--- config.mk ---
export PLATFORM = sky130hd
export DESIGN_NAME = mii_tx_framer
export DESIGN_NICKNAME = d
export VERILOG_FILES = /design/src/rtl/verilog_ethernet_pack.sv /design/src/rtl/eth_crc32_d8.sv /design/src/rtl/mii_tx_framer.sv
export SDC_FILE = /design/constraint.sdc
export NUM_CORES = 1
export LEC_CHECK = 0
export ABC_AREA = 1
export BUFFER_PORTS_ARGS = -buffer_cell sky130_fd_sc_hd__buf_2
export CAP_MARGIN = 40
export CORE_ASPECT_RATIO = 0.6
export CORE_MARGIN = 2
export CORE_UTILIZATION = 45
export CTS_CLUSTER_DIAMETER = 200
export DETAILED_ROUTE_END_ITERATION = 8
export GPL_ROUTABILITY_DRIVEN = 0
export MAX_ROUTING_LAYER = met4
export PLACE_DENSITY = 0.59
export SYNTH_ARGS = -nofsm -noshare
export SYNTH_HDL_FRONTEND = slang
export SYNTH_HIERARCHICAL = 1
export SYNTH_SLANG_ARGS = --single-unit
--- constraint.sdc ---
create_clock -name i_clock -period 6 [get_ports i_clock]
set_input_delay 1.2 -clock i_clock [delete_from_list [all_inputs] [get_ports i_clock]]
set_output_delay 1.2 -clock i_clock [all_outputs]
set_load 0.1 [all_outputs]
--- src/rtl/verilog_ethernet_pack.sv ---
// Shared Ethernet types and constants for the MII transmit/receive path.
package verilog_ethernet_pack;

    typedef logic [7:0] octet_t;

    localparam int unsigned ETH_PREAMBLE_NIBBLES = 15;
    localparam octet_t      ETH_SFD              = 8'hD5;
    localparam logic [31:0] ETH_CRC32_POLY       = 32'hEDB88320;
    localparam logic [31:0] ETH_CRC32_INIT       = 32'hFFFFFFFF;
    localparam int unsigned ETH_MIN_FRAME_OCTETS = 60;
    localparam int unsigned ETH_IFG_OCTETS       = 12;

    typedef enum logic [2:0] {
        StIdle,
        StPreamble,
        StData,
        StPad,
        StFcs,
        StIfg,
        StDrain
    } tx_state_e;

    // 11-bit octet counter that sticks at its maximum instead of wrapping.
    function automatic logic [10:0] sat_inc11(input logic [10:0] v);
        return (v == 11'h7FF) ? v : v + 11'd1;
    endfunction

endpackage

--- src/rtl/eth_crc32_d8.sv ---
// Combinational CRC-32 (reflected) update by one octet, LSB of the octet first.
module eth_crc32_d8
    import verilog_ethernet_pack::*;
(
    input  logic [31:0] crc_i,
    input  octet_t      data_i,
    output logic [31:0] crc_o
);

    logic [31:0] crc_v;

    always_comb begin
        crc_v = crc_i;
        for (int i = 0; i < 8; i++) begin
            if (crc_v[0] ^ data_i[i]) begin
                crc_v = (crc_v >> 1) ^ ETH_CRC32_POLY;
            end else begin
                crc_v = crc_v >> 1;
            end
        end
        crc_o = crc_v;
    end

endmodule

--- src/rtl/mii_tx_framer.sv ---
// MII 100BASE-T transmit framer: preamble/SFD, byte-to-nibble, padding, FCS and
// inter-frame gap, with underflow abort signalled on TX_ER.
module mii_tx_framer
    import verilog_ethernet_pack::*;
#(
    parameter int unsigned p_MIN_FRAME_OCTETS = ETH_MIN_FRAME_OCTETS,
    parameter int unsigned p_IFG_OCTETS       = ETH_IFG_OCTETS
) (
    input  logic       i_clock,
    input  logic       i_reset_n,
    input  octet_t     i_tx_data,
    input  logic       i_tx_valid,
    input  logic       i_tx_last,
    output logic       o_tx_ready,
    output logic [3:0] o_mii_tx_d,
    output logic       o_mii_tx_en,
    output logic       o_mii_tx_er,
    output logic       o_busy,
    output logic       o_frame_done,
    output logic       o_underflow
);

    localparam int unsigned IfgCycles = 2 * p_IFG_OCTETS;
    localparam int unsigned CntW      = (IfgCycles > 16) ? $clog2(IfgCycles) : 4;

    localparam logic [CntW-1:0] PreLast   = CntW'(ETH_PREAMBLE_NIBBLES);
    localparam logic [CntW-1:0] FcsLast   = CntW'(7);
    localparam logic [CntW-1:0] DrainWait = CntW'(2);
    localparam logic [CntW-1:0] IfgLast   = CntW'(IfgCycles - 1);
    localparam logic [10:0]     MinOctets = 11'(p_MIN_FRAME_OCTETS);
    // Preamble octets are 0x55, so every preamble nibble equals the SFD low nibble.
    localparam logic [3:0]      PreNib    = ETH_SFD[3:0];
    localparam logic [3:0]      SfdNib    = ETH_SFD[7:4];

    tx_state_e       state_q, state_d;
    logic [CntW-1:0] cnt_q, cnt_d;
    logic            phase_q, phase_d;
    octet_t          byte_q, byte_d;
    logic            last_q, last_d;
    logic [10:0]     octets_q, octets_d;
    logic [31:0]     crc_q, crc_d, crc_next, fcs;
    logic [3:0]      tx_d_q, tx_d_d;
    logic            tx_en_q, tx_en_d, tx_er_q, tx_er_d;
    logic            done_q, done_d, uflow_q, uflow_d;
    logic            tx_ready;
    octet_t          crc_in;
    logic [2:0]      fcs_idx;

    always_comb begin
        tx_ready = 1'b0;
        case (state_q)
            StPreamble: tx_ready = (cnt_q == PreLast);
            StData:     tx_ready = phase_q & ~last_q;
            StDrain:    tx_ready = (cnt_q == DrainWait);
            default:    tx_ready = 1'b0;
        endcase
    end

    // Pad octets feed zeros into the CRC; accepted bytes feed the input.
    assign crc_in  = tx_ready ? i_tx_data : 8'h00;
    assign fcs     = ~crc_q;
    assign fcs_idx = cnt_q[2:0] + 3'd1;

    eth_crc32_d8 u_crc (
        .crc_i  (crc_q),
        .data_i (crc_in),
        .crc_o  (crc_next)
    );

    always_comb begin
        state_d  = state_q;
        cnt_d    = cnt_q;
        phase_d  = phase_q;
        byte_d   = byte_q;
        last_d   = last_q;
        octets_d = octets_q;
        crc_d    = crc_q;
        tx_d_d   = 4'h0;
        tx_en_d  = 1'b0;
        tx_er_d  = 1'b0;
        done_d   = 1'b0;
        uflow_d  = 1'b0;

        unique case (state_q)
            StIdle: begin
                if (i_tx_valid) begin
                    state_d  = StPreamble;
                    cnt_d    = '0;
                    octets_d = '0;
                    crc_d    = ETH_CRC32_INIT;
                    tx_en_d  = 1'b1;
                    tx_d_d   = PreNib;
                end
            end
            StPreamble, StData: begin
                tx_en_d = 1'b1;
                if (state_q == StPreamble && cnt_q != PreLast) begin
                    cnt_d  = cnt_q + CntW'(1);
                    tx_d_d = (cnt_q == PreLast - CntW'(1)) ? SfdNib : PreNib;
                end else if (state_q == StData && !phase_q) begin
                    phase_d = 1'b1;
                    tx_d_d  = byte_q[7:4];
                end else if (tx_ready && i_tx_valid) begin
                    state_d  = StData;
                    phase_d  = 1'b0;
                    byte_d   = i_tx_data;
                    last_d   = i_tx_last;
                    octets_d = sat_inc11(octets_q);
                    crc_d    = crc_next;
                    tx_d_d   = i_tx_data[3:0];
                end else if (tx_ready) begin
                    state_d = StDrain;
                    cnt_d   = '0;
                    tx_er_d = 1'b1;
                    uflow_d = 1'b1;
                end else if (octets_q < MinOctets) begin
                    state_d  = StPad;
                    phase_d  = 1'b0;
                    octets_d = octets_q + 11'd1;
                    crc_d    = crc_next;
                end else begin
                    state_d = StFcs;
                    cnt_d   = '0;
                    tx_d_d  = fcs[3:0];
                end
            end
            StPad: begin
                tx_en_d = 1'b1;
                if (!phase_q) begin
                    phase_d = 1'b1;
                end else if (octets_q < MinOctets) begin
                    phase_d  = 1'b0;
                    octets_d = octets_q + 11'd1;
                    crc_d    = crc_next;
                end else begin
                    state_d = StFcs;
                    cnt_d   = '0;
                    tx_d_d  = fcs[3:0];
                end
            end
            StFcs: begin
                if (cnt_q == FcsLast) begin
                    state_d = StIfg;
                    cnt_d   = '0;
                end else begin
                    cnt_d   = cnt_q + CntW'(1);
                    tx_en_d = 1'b1;
                    tx_d_d  = fcs[{fcs_idx, 2'b00} +: 4];
                    done_d  = (fcs_idx == 3'd7);
                end
            end
            StIfg: begin
                if (cnt_q == IfgLast) begin
                    crc_d = ETH_CRC32_INIT;
                    // A waiting frame starts straight away so the gap is exactly IfgCycles.
                    if (i_tx_valid) begin
                        state_d  = StPreamble;
                        cnt_d    = '0;
                        octets_d = '0;
                        tx_en_d  = 1'b1;
                        tx_d_d   = PreNib;
                    end else begin
                        state_d = StIdle;
                    end
                end else begin
                    cnt_d = cnt_q + CntW'(1);
                end
            end
            StDrain: begin
                if (cnt_q == '0) begin
                    cnt_d   = CntW'(1);
                    tx_en_d = 1'b1;
                    tx_er_d = 1'b1;
                end else if (cnt_q != DrainWait) begin
                    cnt_d = DrainWait;
                end else if (i_tx_valid && i_tx_last) begin
                    state_d = StIfg;
                    cnt_d   = '0;
                end
            end
            default: state_d = StIdle;
        endcase
    end

    always_ff @(posedge i_clock or negedge i_reset_n) begin
        if (!i_reset_n) begin
            state_q  <= StIdle;
            cnt_q    <= '0;
            phase_q  <= 1'b0;
            byte_q   <= '0;
            last_q   <= 1'b0;
            octets_q <= '0;
            crc_q    <= ETH_CRC32_INIT;
            tx_d_q   <= '0;
            tx_en_q  <= 1'b0;
            tx_er_q  <= 1'b0;
            done_q   <= 1'b0;
            uflow_q  <= 1'b0;
        end else begin
            state_q  <= state_d;
            cnt_q    <= cnt_d;
            phase_q  <= phase_d;
            byte_q   <= byte_d;
            last_q   <= last_d;
            octets_q <= octets_d;
            crc_q    <= crc_d;
            tx_d_q   <= tx_d_d;
            tx_en_q  <= tx_en_d;
            tx_er_q  <= tx_er_d;
            done_q   <= done_d;
            uflow_q  <= uflow_d;
        end
    end

    assign o_tx_ready   = tx_ready;
    assign o_mii_tx_d   = tx_d_q;
    assign o_mii_tx_en  = tx_en_q;
    assign o_mii_tx_er  = tx_er_q;
    assign o_busy       = (state_q != StIdle);
    assign o_frame_done = done_q;
    assign o_underflow  = uflow_q;

endmodule
* Word-level counts from Yosys, hierarchy flattened
Cells that the tools add are included.
** Word-level totals
- Output and inout port bits :: 10
- Register bits after elaboration :: 69
- Word-level logic and storage cells :: 178
- Input port bits :: 12
** Operators by class
- $lt $le $gt $ge :: 1
- $add $sub $neg :: 3
- Mux-type cells :: 89
- Shifts and indexed selects :: 1
- Bitwise logic cells :: 21
- Equal/unequal tests :: 32
- Reduce and logical (&&, ||, !) cells :: 19
** Operators by type and width (number)
- 32-bit two-way mux :: 16
- 32-bit one-hot mux with 4 select lines :: 1
- 13-bit inverter with 14-bit output :: 8
- 11-bit two-way mux :: 9
- 5-bit two-way mux :: 12
- 11-bit one-hot mux with 4 select lines :: 1
- 3-bit two-way mux :: 14
- 4-bit two-way mux :: 9
- 32-bit inverter :: 1
- 32-bit by 6-bit variable part select with 4-bit output :: 1
- 5-bit one-hot mux with 6 select lines :: 1
- 2-bit inequality test (second input constant) :: 10
- 4-bit one-hot mux with 5 select lines :: 1
- 1-bit two-way mux :: 19
- 3-bit one-hot mux with 6 select lines :: 1
- 7-bit AND reduction :: 2
- 3-bit equality test (second input constant) :: 4
- 3-bit inequality test (second input constant) :: 4
- 4-bit inequality test (second input constant) :: 3
- 11-bit by 1-bit adder with 11-bit output (second input constant) :: 1
- 11-bit equality test (second input constant) :: 1
- 11-bit by 6-bit less-than comparator with 1-bit output (second input constant) :: 1
- 5-bit by 4-bit equality test with 1-bit output (second input constant) :: 2
- 10-bit AND reduction :: 1
- 28 further kinds :: 43

* Depth between registers and ports, before layout
Gate-level depths: netlist of the first run.
- Depth in word-level cells :: 26
- Mapped depth :: 29
- Gate-level depth less buffers :: 27

* Cells and area by module
Netlist of the first run, hierarchy kept.
** Modules (own cells, without submodules)
- mii_tx_framer :: sequential area each 1666.6 um2, cells each 934, times used 1, area an instance 5531.6 um2
- eth_crc32_d8 :: sequential area each 0.0 um2, cells each 195, times used 1, area an instance 1233.7 um2

* Worst setup path after synthesis of the first run
OpenSTA, ideal clock, no wires.
- Path type :: reg-to-reg
- From :: reg cnt_q[0]
- To :: reg crc_q[19]
- Path buffers :: 3
- Arrival :: 2.606 ns
- Path slack :: 3.334 ns
- Clock period less this slack :: 2.666 ns
- Stages on the path, launching flop included :: 27
- Setup time :: 0.060 ns
- Data required time :: 5.940 ns
- Path through :: dfrtp_1 buf_2 inv_1 nand2_1 a21oi_1 nand2_2 nand2_4 buf_6 inv_2 buf_6 nor2_1 nand2_1 nand2_4 nand2_4 nand2_2 nand2_2 nand2_4 nand2_2 nand2_2 nand2_1 nand2_1 nand4_1 nand2_1 inv_1 nand2_1 nand2_1 nand2_1
** On the way
- Cells in the longest elaborated chain, start to end :: 23
- Elaborated cells on any way between the ends :: 39
- Those cells by class :: 7 x eq/ne; 17 x mux; 12 x bitwise; 3 x reduce/logical
** Ends and longest elaborated chain
- from (decl) :: line mii_tx_framer.sv:36 : logic [CntW-1:0] cnt_q, cnt_d;
- from (signal assigned) :: line mii_tx_framer.sv:201 : cnt_q <= cnt_d;
- 5-bit by 2-bit equality test with 1-bit output or 5-bit by 4-bit equality test with 1-bit output (tied branches) :: line mii_tx_framer.sv:54, mii_tx_framer.sv:52
- 1-bit one-hot mux with 3 select lines (*) :: line mii_tx_framer.sv:51 : case (state_q)
- 8-bit two-way mux (*) :: line mii_tx_framer.sv:60 : assign crc_in = tx_ready ? i_tx_data : 8'h00;
- named net crc_in[0] :: line mii_tx_framer.sv:46 : octet_t crc_in;
- 1-bit bitwise XOR (*) :: line eth_crc32_d8.sv:15 : if (crc_v[0] ^ data_i[i]) begin
- 32-bit two-way mux (*) (2 in a row) :: line eth_crc32_d8.sv:15
- 13-bit inverter with 14-bit output (no line)
- 32-bit two-way mux (*) :: line eth_crc32_d8.sv:15
- [... 8 more ...]
- 32-bit two-way mux (*) :: line eth_crc32_d8.sv:15
- named net crc_next[19] :: line mii_tx_framer.sv:41 : logic [31:0] crc_q, crc_d, crc_next, fcs;
- 32-bit two-way mux :: line mii_tx_framer.sv:116, mii_tx_framer.sv:131
- 32-bit two-way mux :: line mii_tx_framer.sv:111 : end else if (tx_ready) begin
- 32-bit two-way mux :: line mii_tx_framer.sv:103 : end else if (tx_ready && i_tx_valid) begin
- 32-bit two-way mux :: line mii_tx_framer.sv:100 : end else if (state_q == StData && !phase_q) begin
- 32-bit two-way mux :: line mii_tx_framer.sv:97 : if (state_q == StPreamble && cnt_q != PreLast) begin
- 32-bit one-hot mux with 4 select lines (*) :: line mii_tx_framer.sv:84 : unique case (state_q)
- to (signal assigned) :: line mii_tx_framer.sv:206 : crc_q <= crc_d;
- to (decl) :: line mii_tx_framer.sv:41
Mark *: on every way through the listed nets, which the timed path passes. The rest lies on a longest branch. The select of a mux whose other input is x is not followed.
A chain may end at the register's enable or synchronous reset.

* Worst setup path in the final report of the first run
- From :: reg cnt_q[0]
- To :: reg crc_q[24]
** On the way
- Elaborated cells on any way between the ends :: 38
- Those cells by class :: 7 x eq/ne; 17 x mux; 11 x bitwise; 3 x reduce/logical
** RTL lines (line)
- 5-bit by 2-bit equality test with 1-bit output or 5-bit by 4-bit equality test with 1-bit output (tied branches) :: mii_tx_framer.sv:54, mii_tx_framer.sv:52
- 1-bit one-hot mux with 3 select lines (*) :: mii_tx_framer.sv:51
- 8-bit two-way mux (*) :: mii_tx_framer.sv:60
- named net crc_in[7] :: mii_tx_framer.sv:46
- 1-bit bitwise XOR (*) :: eth_crc32_d8.sv:15
- 32-bit two-way mux (*) :: eth_crc32_d8.sv:15
- named net crc_next[24] :: mii_tx_framer.sv:41
- 32-bit two-way mux :: mii_tx_framer.sv:116, mii_tx_framer.sv:131
- 32-bit two-way mux :: mii_tx_framer.sv:111
- 32-bit two-way mux :: mii_tx_framer.sv:103
- 32-bit two-way mux :: mii_tx_framer.sv:100
- 32-bit two-way mux :: mii_tx_framer.sv:97
- 32-bit one-hot mux with 4 select lines (*) :: mii_tx_framer.sv:84
Marks and branches as above.

==> results of run 1 <==
## critical path: cells and delay by family (launching register included)
family	cells	cell delay (ns)
and+or+nand+nor	18	2.20
DFF	1	0.86
xor gates and xnor gates	1	0.35
buffers and inverters	4	0.92
## state kept, by name, indices dropped and copies added (netlist names)
register      count
crc_q            32
octets_q         11
cnt_q             5
byte_q            4
o_mii_tx_d        4
state_q           3
last_q            1
o_frame_done      1
o_mii_tx_en       1
o_mii_tx_er       1
o_underflow       1
phase_q           1
## through the flow
step	cell area, sq um	worst slack, ns	cells
final	7241	1.583	1323
after CTS	7241	1.757	1323
after global routing	7241	1.202	1323
after detailed placement	6905	1.790	1307
after global placement	6828	1.786	1302
after floorplan	6765	3.334	1129
## cells by family (layout without fill, tap and decap cells)
family                   after synthesis  count (layout)  share of synthesized area, %
flip-flops                            65              65                         24.63
AND/OR/NAND/NOR                      723             723                         46.48
buffers and inverters                186             182                         12.28
AO/OA/AOI/OAI                         87              87                         6.750
XOR/XNOR                              63              63                         8.933
adder cells (fa/ha/maj)                5               5                        0.9247
## layout make-up
cell class / instances / area (sq um)
sequential: 65 / 1667
fill: 1526 / 7351
clock inverter: 6 / 106.4
multi-input combinational: 878 / 4268
timing repair buffer: 30 / 212.7
tap: 198 / 247.7
clock buffer: 10 / 229.0
inverter: 136 / 510.5
## cells in the final DEF (no fill, tap or decap), types with 2 or more instances in the layout
master	count
sky130_fd_sc_hd__nand2_1	473
sky130_fd_sc_hd__nor2_1	83
sky130_fd_sc_hd__nand3_2	2
sky130_fd_sc_hd__nor2_2	5
sky130_fd_sc_hd__inv_1	129
sky130_fd_sc_hd__ha_1	5
sky130_fd_sc_hd__a211oi_1	2
sky130_fd_sc_hd__buf_2	21
sky130_fd_sc_hd__clkbuf_16	9
sky130_fd_sc_hd__o22ai_1	3
sky130_fd_sc_hd__xor2_1	47
sky130_fd_sc_hd__buf_4	6
sky130_fd_sc_hd__nand3_1	63
sky130_fd_sc_hd__o21ai_0	36
sky130_fd_sc_hd__nor3_1	4
sky130_fd_sc_hd__or2_2	5
sky130_fd_sc_hd__nand2_2	32
sky130_fd_sc_hd__o21ai_1	2
sky130_fd_sc_hd__xnor2_1	12
sky130_fd_sc_hd__inv_2	7
sky130_fd_sc_hd__nand4_1	36
sky130_fd_sc_hd__o211ai_1	2
sky130_fd_sc_hd__o21bai_1	2
sky130_fd_sc_hd__nand2_4	10
sky130_fd_sc_hd__nor2_4	2
sky130_fd_sc_hd__xor2_2	2
sky130_fd_sc_hd__bufinv_16	3
sky130_fd_sc_hd__dfstp_2	32
sky130_fd_sc_hd__dfrtp_1	33
sky130_fd_sc_hd__a21oi_1	39
## metal layers
layer / GRT usage (%) / up-vias
met5: - / -
met4: 3.608 / 0
met3: 5.177 / 11
met2: 36.60 / 286
met1: 47.74 / 3148
li1: - / 3444
## worst paths after layout
check	to	depth (start not counted)
max	crc_q[24]$_DFFE_PN1P_	23
min in group asynchronous	cnt_q[3]$_DFFE_PN0P_	2
max reg2reg	crc_q[24]$_DFFE_PN1P_	23
min reg2reg	crc_q[12]$_DFFE_PN1P_	2
min	crc_q[12]$_DFFE_PN1P_	2
max in group asynchronous	crc_q[2]$_DFFE_PN1P_	3
==> impl_results.rst, run 1 <==
.. list-table::
   :header-rows: 1

   * - Metric
     - Value
   * - Initial Util
     - 46.36%
   * - Area share of the largest cell type after synthesis
     - 26.24%
   * - IO Count
     - 22
   * - Reg2Reg Launch Point
     - cnt_q[0]$_DFFE_PN0P_
   * - Number of clock sinks seen by CTS
     - 65
   * - CP Launch Point
     - cnt_q[0]$_DFFE_PN0P_
   * - Global-route congestion overflow total
     - 0
   * - Total length of routed met2 wires
     - 7.761 mm
   * - Post-synthesis register bit count
     - 65
   * - Fraction of layout instances using a drive strength above 1
     - 12.89%
   * - Met3 routed WL
     - 1.978 mm
   * - Primary flip-flop cell chosen by synthesis mapping
     - sky130_fd_sc_hd__dfrtp_1
   * - Std-Cell Core Area
     - 14590 sq um
   * - Max incr delay on CP
     - 0.86 ns
   * - CTS Buffer Depth
     - 2
   * - Clk_skew
     - 0.008214 ns
   * - Post-Route Hold Slack
     - 0.4950 ns
   * - Synthesis-to-finish area growth
     - 7.028%
   * - Top layer reached by signal wires
     - met4
   * - H-tree depth
     - 3
   * - Type of the worst setup path
     - flop to flop
   * - Relative max-transition margin
     - 38.31%
   * - Initial antenna violation count
     - 0
   * - Kind of end point of the critical path
     - flop
   * - WL met1
     - 11.63 mm
   * - Largest cells by area after synthesis
     - sky130_fd_sc_hd__nand2_1, sky130_fd_sc_hd__dfstp_2, sky130_fd_sc_hd__dfrtp_1
   * - Finish-stage setup viols
     - 0
   * - Number of different library cells in the post-synthesis netlist
     - 42
   * - Unrepaired setup endpoints after global routing
     - false
   * - Startpoint kind of the worst setup timing path
     - flop
   * - Library cell appearing most often on the critical path
     - sky130_fd_sc_hd__nand2_1
   * - Final Max Slew Viols
     - 0
   * - Die span in x
     - 162.3 um
   * - Mean instance size in the synthesized netlist
     - 5.992 sq um
   * - Fraction of the cycle the final worst path needs
     - 73.62%
   * - Wire length of the first global-routing pass
     - 35.31 mm
   * - CP Data Arrival Time
     - 4.70 ns
   * - Fmax
     - 226.4 MHz
   * - Tmin final
     - 4.417 ns
   * - IO Port Bufs
     - 21
   * - Largest net degree at the start of global routing
     - 51
   * - Synthesized cell area
     - 6765 sq um
   * - Pre-antenna DRT Iters
     - 5
   * - Global routing usage summed across all routing layers
     - 29.14%
   * - Initial DRC count
     - 864
   * - Top cell type by total area after synthesis
     - sky130_fd_sc_hd__nand2_1
   * - Number of synthesized flops with an enable pin
     - 0
   * - Quantity of gates resized following cts
     - 0
   * - HPWL reported at the end of detailed placement
     - 15.50 mm
   * - Insertion delay to the later sink of the worst-skew pair
     - 0.34 ns
   * - Hold buffer count at cts
     - 0
   * - Worst setup slack for register-to-register paths
     - 1.58 ns
   * - Aggregate negative setup slack
     - 0 ns
   * - Fraction of the yosys area taken by sequential cells
     - 24.63%
   * - Drt wl/cell
     - 16.26 um
   * - Root buffer selected by CTS
     - sky130_fd_sc_hd__clkbuf_16
   * - Post-CTS setup buffer count
     - 0
   * - Number of endpoints with negative hold slack in the final report
     - 0
   * - DRC errors left
     - 0
   * - Net Count, Synth
     - 1146
   * - Slew at the pin closest to its max-slew limit
     - 0.9191 ns
   * - Class of the worst hold path
     - flop to flop
   * - Max FO, Critical Path
     - 50
   * - TritonCTS clock tree
     - done
   * - Total Routed Length
     - 21.51 mm
   * - Number of buffers inserted during clock tree synthesis
     - 9
   * - Die H
     - 98.98 um
   * - Synth top cells by count
     - sky130_fd_sc_hd__nand2_1, sky130_fd_sc_hd__inv_1, sky130_fd_sc_hd__nor2_1
   * - Data required time at the worst endpoint
     - 6.28 ns
   * - Cell Chain, Critical Path
     - inv_1, nor2_1, nand2_1, nand2_1, nand2_2, nand2_4, inv_2, nor2_1, inv_1, nand2_1, nand2_1, inv_1, nand2_1, nand2_2, nand2_1, nand2_1, xor2_1, nor2_1, nor2_1, nand2_1, nand2_1, nand2_1, nand2_1
   * - Remaining antenna violation count after routing
     - 0
   * - Run status
     - finished, final reports clean
   * - Number of rows created at floorplan
     - 34
   * - Full die area
     - 16060 sq um
   * - Ant diodes
     - 0
   * - Hold wc startpoint
     - crc_q[12]$_DFFE_PN1P_
   * - Final core occ
     - 49.62%
   * - Net total in the final layout
     - 1137
   * - Number of warning messages in the yosys log
     - 6
   * - Reported max-cap violation count
     - 0
   * - Vias post-DR
     - 6889
   * - Leading cell type by number of instances after synthesis
     - sky130_fd_sc_hd__nand2_1
   * - Mapped Cells
     - 1129
   * - CTS clock-pin slew for the worst setup and hold paths
     - 0.06 ns
   * - Vias in the first global route
     - 6160
   * - DR vias/cell
     - 5.207
   * - Async S/R FF share, synth
     - 100.0%
   * - Slowest cell on crit path
     - sky130_fd_sc_hd__dfrtp_1
Power of run 1 is not shown: default switching activity piles up to over one toggle a cycle in this logic, so the estimate is an artifact.
==> run 2: changes to the inputs <==
--- a/config.mk
+++ b/config.mk
@@ -5,7 +5,7 @@
 export SDC_FILE = /design/constraint.sdc
 export NUM_CORES = 1
 export LEC_CHECK = 0
-export ABC_AREA = 1
+export ABC_AREA = 0
 export BUFFER_PORTS_ARGS = -buffer_cell sky130_fd_sc_hd__buf_2
 export CAP_MARGIN = 40
 export CORE_ASPECT_RATIO = 0.6
@@ -15,7 +15,7 @@
 export DETAILED_ROUTE_END_ITERATION = 8
 export GPL_ROUTABILITY_DRIVEN = 0
 export MAX_ROUTING_LAYER = met4
-export PLACE_DENSITY = 0.59
+export PLACE_DENSITY = 0.62
 export SYNTH_ARGS = -nofsm -noshare
 export SYNTH_HDL_FRONTEND = slang
 export SYNTH_HIERARCHICAL = 1
==> constraint.sdc (replaced) <==
create_clock -name i_clock -period 3.54 [get_ports i_clock]
set_input_delay 0.708 -clock i_clock [delete_from_list [all_inputs] [get_ports i_clock]]
set_output_delay 0.708 -clock i_clock [all_outputs]
set_load 0.1 [all_outputs]
==> impl_results.rst, run 2 <==
.. list-table::
   :header-rows: 1

   * - Metric
     - Value
   * - Run status
     - finished, final reports clean
   * - IO Port Bufs
     - 21 (unchanged)
   * - Cell Chain, Critical Path
     - nand3b_4, or2_1, a21o_1, and2_1, xnor2_2, xnor2_1, xnor2_1, xor3_1, a21oi_1, o2bb2ai_1
   * - CP Launch Point
     - state_q[2]$_DFFE_PN0P_
   * - Fraction of the cycle the final worst path needs
     - 94.67% (+21 points)
   * - Data required time at the worst endpoint
     - 3.79 ns (-2.49 ns)
   * - CTS Buffer Depth
     - 2 (unchanged)
   * - Top reg by flops
     - crc_q
   * - TritonCTS clock tree
     - done
   * - Synthesized cell area
     - 5161 sq um (-24%)
   * - Slew at the pin closest to its max-slew limit
     - 0.8941 ns (-0.02504 ns)
   * - Largest net degree at the start of global routing
     - 37 (-27%)
   * - Global-route congestion overflow total
     - 0 (unchanged)
   * - Unrepaired setup endpoints after global routing
     - false
   * - Insertion delay to the later sink of the worst-skew pair
     - 0.34 ns (about the same)
   * - Tmin final
     - 3.351 ns (-1.066 ns)
   * - Number of endpoints with negative hold slack in the final report
     - 0 (unchanged)
   * - Die H
     - 86.96 um (-12%)
   * - Net Count, Synth
     - 566 (-51%)
   * - Vias in the first global route
     - 4425 (-28%)
   * - IO Count
     - 22 (unchanged)
   * - Largest cells by area after synthesis
     - sky130_fd_sc_hd__dfstp_2, sky130_fd_sc_hd__dfrtp_1, sky130_fd_sc_hd__xnor2_1
   * - CTS clock-pin slew for the worst setup and hold paths
     - 0.06 ns (about the same)
   * - Fraction of the yosys area taken by sequential cells
     - 32.29% (+7.7 points)
   * - Number of warning messages in the yosys log
     - 6 (unchanged)
   * - Area share of the largest cell type after synthesis
     - 16.29% (-10 points)
   * - Mean instance size in the synthesized netlist
     - 9.401 sq um (+57%)
   * - Initial antenna violation count
     - 0 (unchanged)
   * - Number of clock sinks seen by CTS
     - 65 (unchanged)
   * - Number of synthesized flops with an enable pin
     - 0 (unchanged)
   * - Most common cell after layout, fill and taps aside
     - sky130_fd_sc_hd__nand2_1
   * - Global routing usage summed across all routing layers
     - 27.83% (-1.3 points)
   * - Reg2Reg Launch Point
     - state_q[2]$_DFFE_PN0P_
   * - Largest register FFs
     - 32 (unchanged)
   * - DR vias/cell
     - 6.393 (+23%)
   * - Die span in x
     - 142.3 um (-12%)
   * - Aggregate negative setup slack
     - 0 ns (unchanged)
   * - Number of rows created at floorplan
     - 30 (-12%)
   * - Commonest non-fill, non-tap cells in the layout
     - sky130_fd_sc_hd__nand2_1, sky130_fd_sc_hd__a21oi_1, sky130_fd_sc_hd__xnor2_1
   * - Max incr delay on CP
     - 0.55 ns (-0.31 ns)
   * - Initial Util
     - 45.99% (-0.38 points)
   * - Slowest cell on crit path
     - sky130_fd_sc_hd__dfrtp_1
   * - Total buffers and inverters traversed by the critical path
     - 0 (-4)
   * - Top cell type by total area after synthesis
     - sky130_fd_sc_hd__dfstp_2
   * - Number of buffers inserted during clock tree synthesis
     - 9 (unchanged)
   * - Net total in the final layout
     - 590 (-48%)
   * - CP Data Arrival Time
     - 3.60 ns (-1.10 ns)
   * - Fmax
     - 298.4 MHz (+32%)
   * - H-tree depth
     - 3 (unchanged)
   * - Max FO, Critical Path
     - 14 (-72%)
   * - HPWL reported at the end of detailed placement
     - 11.59 mm (-25%)
   * - Ant diodes
     - 0 (unchanged)
   * - DRC errors left
     - 0 (unchanged)
   * - Std-Cell Core Area
     - 11220 sq um (-23%)
   * - Setup WS pre-CTS
     - 0.1836 ns (-1.606 ns)
   * - Kind of cell with the highest combined delay on the critical path
     - XOR/XNOR gates
   * - Kind of end point of the critical path
     - flop
   * - Drt wl/cell
     - 22.02 um (+35%)
   * - Full die area
     - 12370 sq um (-23%)
   * - Registers with the most flip-flops
     - crc_q (32), octets_q (11), cnt_q (5)
   * - Number of different library cells in the post-synthesis netlist
     - 80 (+90%)
   * - Synthesis-to-finish area growth
     - 11.73%
   * - Fraction of layout instances using a drive strength above 1
     - 24.57% (+12 points)
   * - Startpoint kind of the worst setup timing path
     - flop
   * - Vias post-DR
     - 4616 (-33%)
   * - Leading cell type by number of instances after synthesis
     - sky130_fd_sc_hd__nand2_1
   * - Hold buffer count at cts
     - 0 (unchanged)
   * - Class of the worst hold path
     - primary input to async pin
   * - Type of the worst setup path
     - flop to flop
   * - Final WS setup
     - 0.1888 ns (-1.394 ns)
   * - Root buffer selected by CTS
     - sky130_fd_sc_hd__clkbuf_16
   * - Finish-stage setup viols
     - 0 (unchanged)
   * - Total Routed Length
     - 15.90 mm (-26%)
   * - Mapped Cells
     - 549 (-51%)
   * - Initial DRC count
     - 574 (-34%)
   * - Primary flip-flop cell chosen by synthesis mapping
     - sky130_fd_sc_hd__dfrtp_1
   * - Final Max Slew Viols
     - 0 (unchanged)
   * - Reported max-cap violation count
     - 0 (unchanged)
   * - Relative max-transition margin
     - 40.22% (+1.9 points)
   * - Wire length of the first global-routing pass
     - 25.33 mm (-28%)
   * - Async S/R FF share, synth
     - 100.0% (unchanged)
   * - Remaining antenna violation count after routing
     - 0 (unchanged)
   * - Post-synthesis register bit count
     - 65 (unchanged)
   * - Clk_skew
     - 0.01111 ns (+0.002895 ns)
   * - Synth top cells by count
     - sky130_fd_sc_hd__nand2_1, sky130_fd_sc_hd__xnor2_1, sky130_fd_sc_hd__a21oi_1
   * - Pre-antenna DRT Iters
     - 6 (+1)
   * - Library cell appearing most often on the critical path
     - sky130_fd_sc_hd__xnor2_1
-- run 2: kinds of logic after synthesis --
kind of cell / count (synthesis) / share of synthesized area, %
XOR/XNOR: 74 / 15.59
AO/OA/AOI/OAI: 164 / 22.93
multiplexers: 15 / 4.970
flip-flops: 65 / 32.29
buffers and inverters: 48 / 5.018
AND/OR/NAND/NOR: 178 / 17.99
adder cells (fa/ha/maj): 5 / 1.212
-- run 2: worst register-to-register path: stages (launching register included) --
cell                        delay (ns)
sky130_fd_sc_hd__dfrtp_1          0.55
sky130_fd_sc_hd__nand3b_4         0.16
sky130_fd_sc_hd__or2_1            0.26
sky130_fd_sc_hd__a21o_1           0.30
sky130_fd_sc_hd__and2_1           0.25
sky130_fd_sc_hd__xnor2_2          0.43
sky130_fd_sc_hd__xnor2_1          0.21
sky130_fd_sc_hd__xnor2_1          0.46
sky130_fd_sc_hd__xor3_1           0.41
sky130_fd_sc_hd__a21oi_1          0.13
sky130_fd_sc_hd__o2bb2ai_1        0.09
-- run 2: per-stage QoR --
step | utilization (%) | area, sq um | hold WS, ns | std cells
5_1_grt | 51.38 | 5767 | 0.4928 | 722
6_report | 51.38 | 5767 | 0.4548 | 722
3_5_place_dp | 48.74 | 5470 | 0.4893 | 706
3_3_place_gp | 48.61 | 5455 | 0.4874 | 705
4_1_cts | 51.32 | 5759 | 0.4655 | 722
2_1_floorplan | - | 5165 | 0.4124 | 549
-- run 2: worst paths after layout --
kind	end	slack, ns	depth (start not counted)
max	crc_q[20]$_DFFE_PN1P_	0.19	10
max in group asynchronous	crc_q[9]$_DFFE_PN1P_	2.37	2
min in group i_clock	byte_q[6]$_DFFE_PN0P_	0.50	1
min	o_mii_tx_d[3]$_DFF_PN0_	0.45	1
max reg2reg	crc_q[20]$_DFFE_PN1P_	0.19	10
min reg2reg	byte_q[6]$_DFFE_PN0P_	0.50	1
-- run 2: layer usage --
layer	vias up	GRT usage, %	part of all wire, %
met5	-	-	0
met4	0	6.091	0.79
met3	15	8.136	11
met2	254	34.91	39
met1	2297	42.90	49
li1	2050	-	-
-- run 2: area by class of cell --
type                            count  area (sq um)
Fill cell                        1040          5456
Multi-Input combinational cell    436          3243
Sequential cell                    65          1667
Timing Repair Buffer               47         335.3
Clock buffer                       11         232.7
Tap cell                          144         180.2
Clock inverter                      5         56.30
Inverter                           14         52.55
-- run 2: repair_timing --
item	4_1_cts	5_1_grt
setup buffers	0	0
setup endpoints to repair	0	1
resized for setup	0	1
Power of run 2 is left out for the same reason.
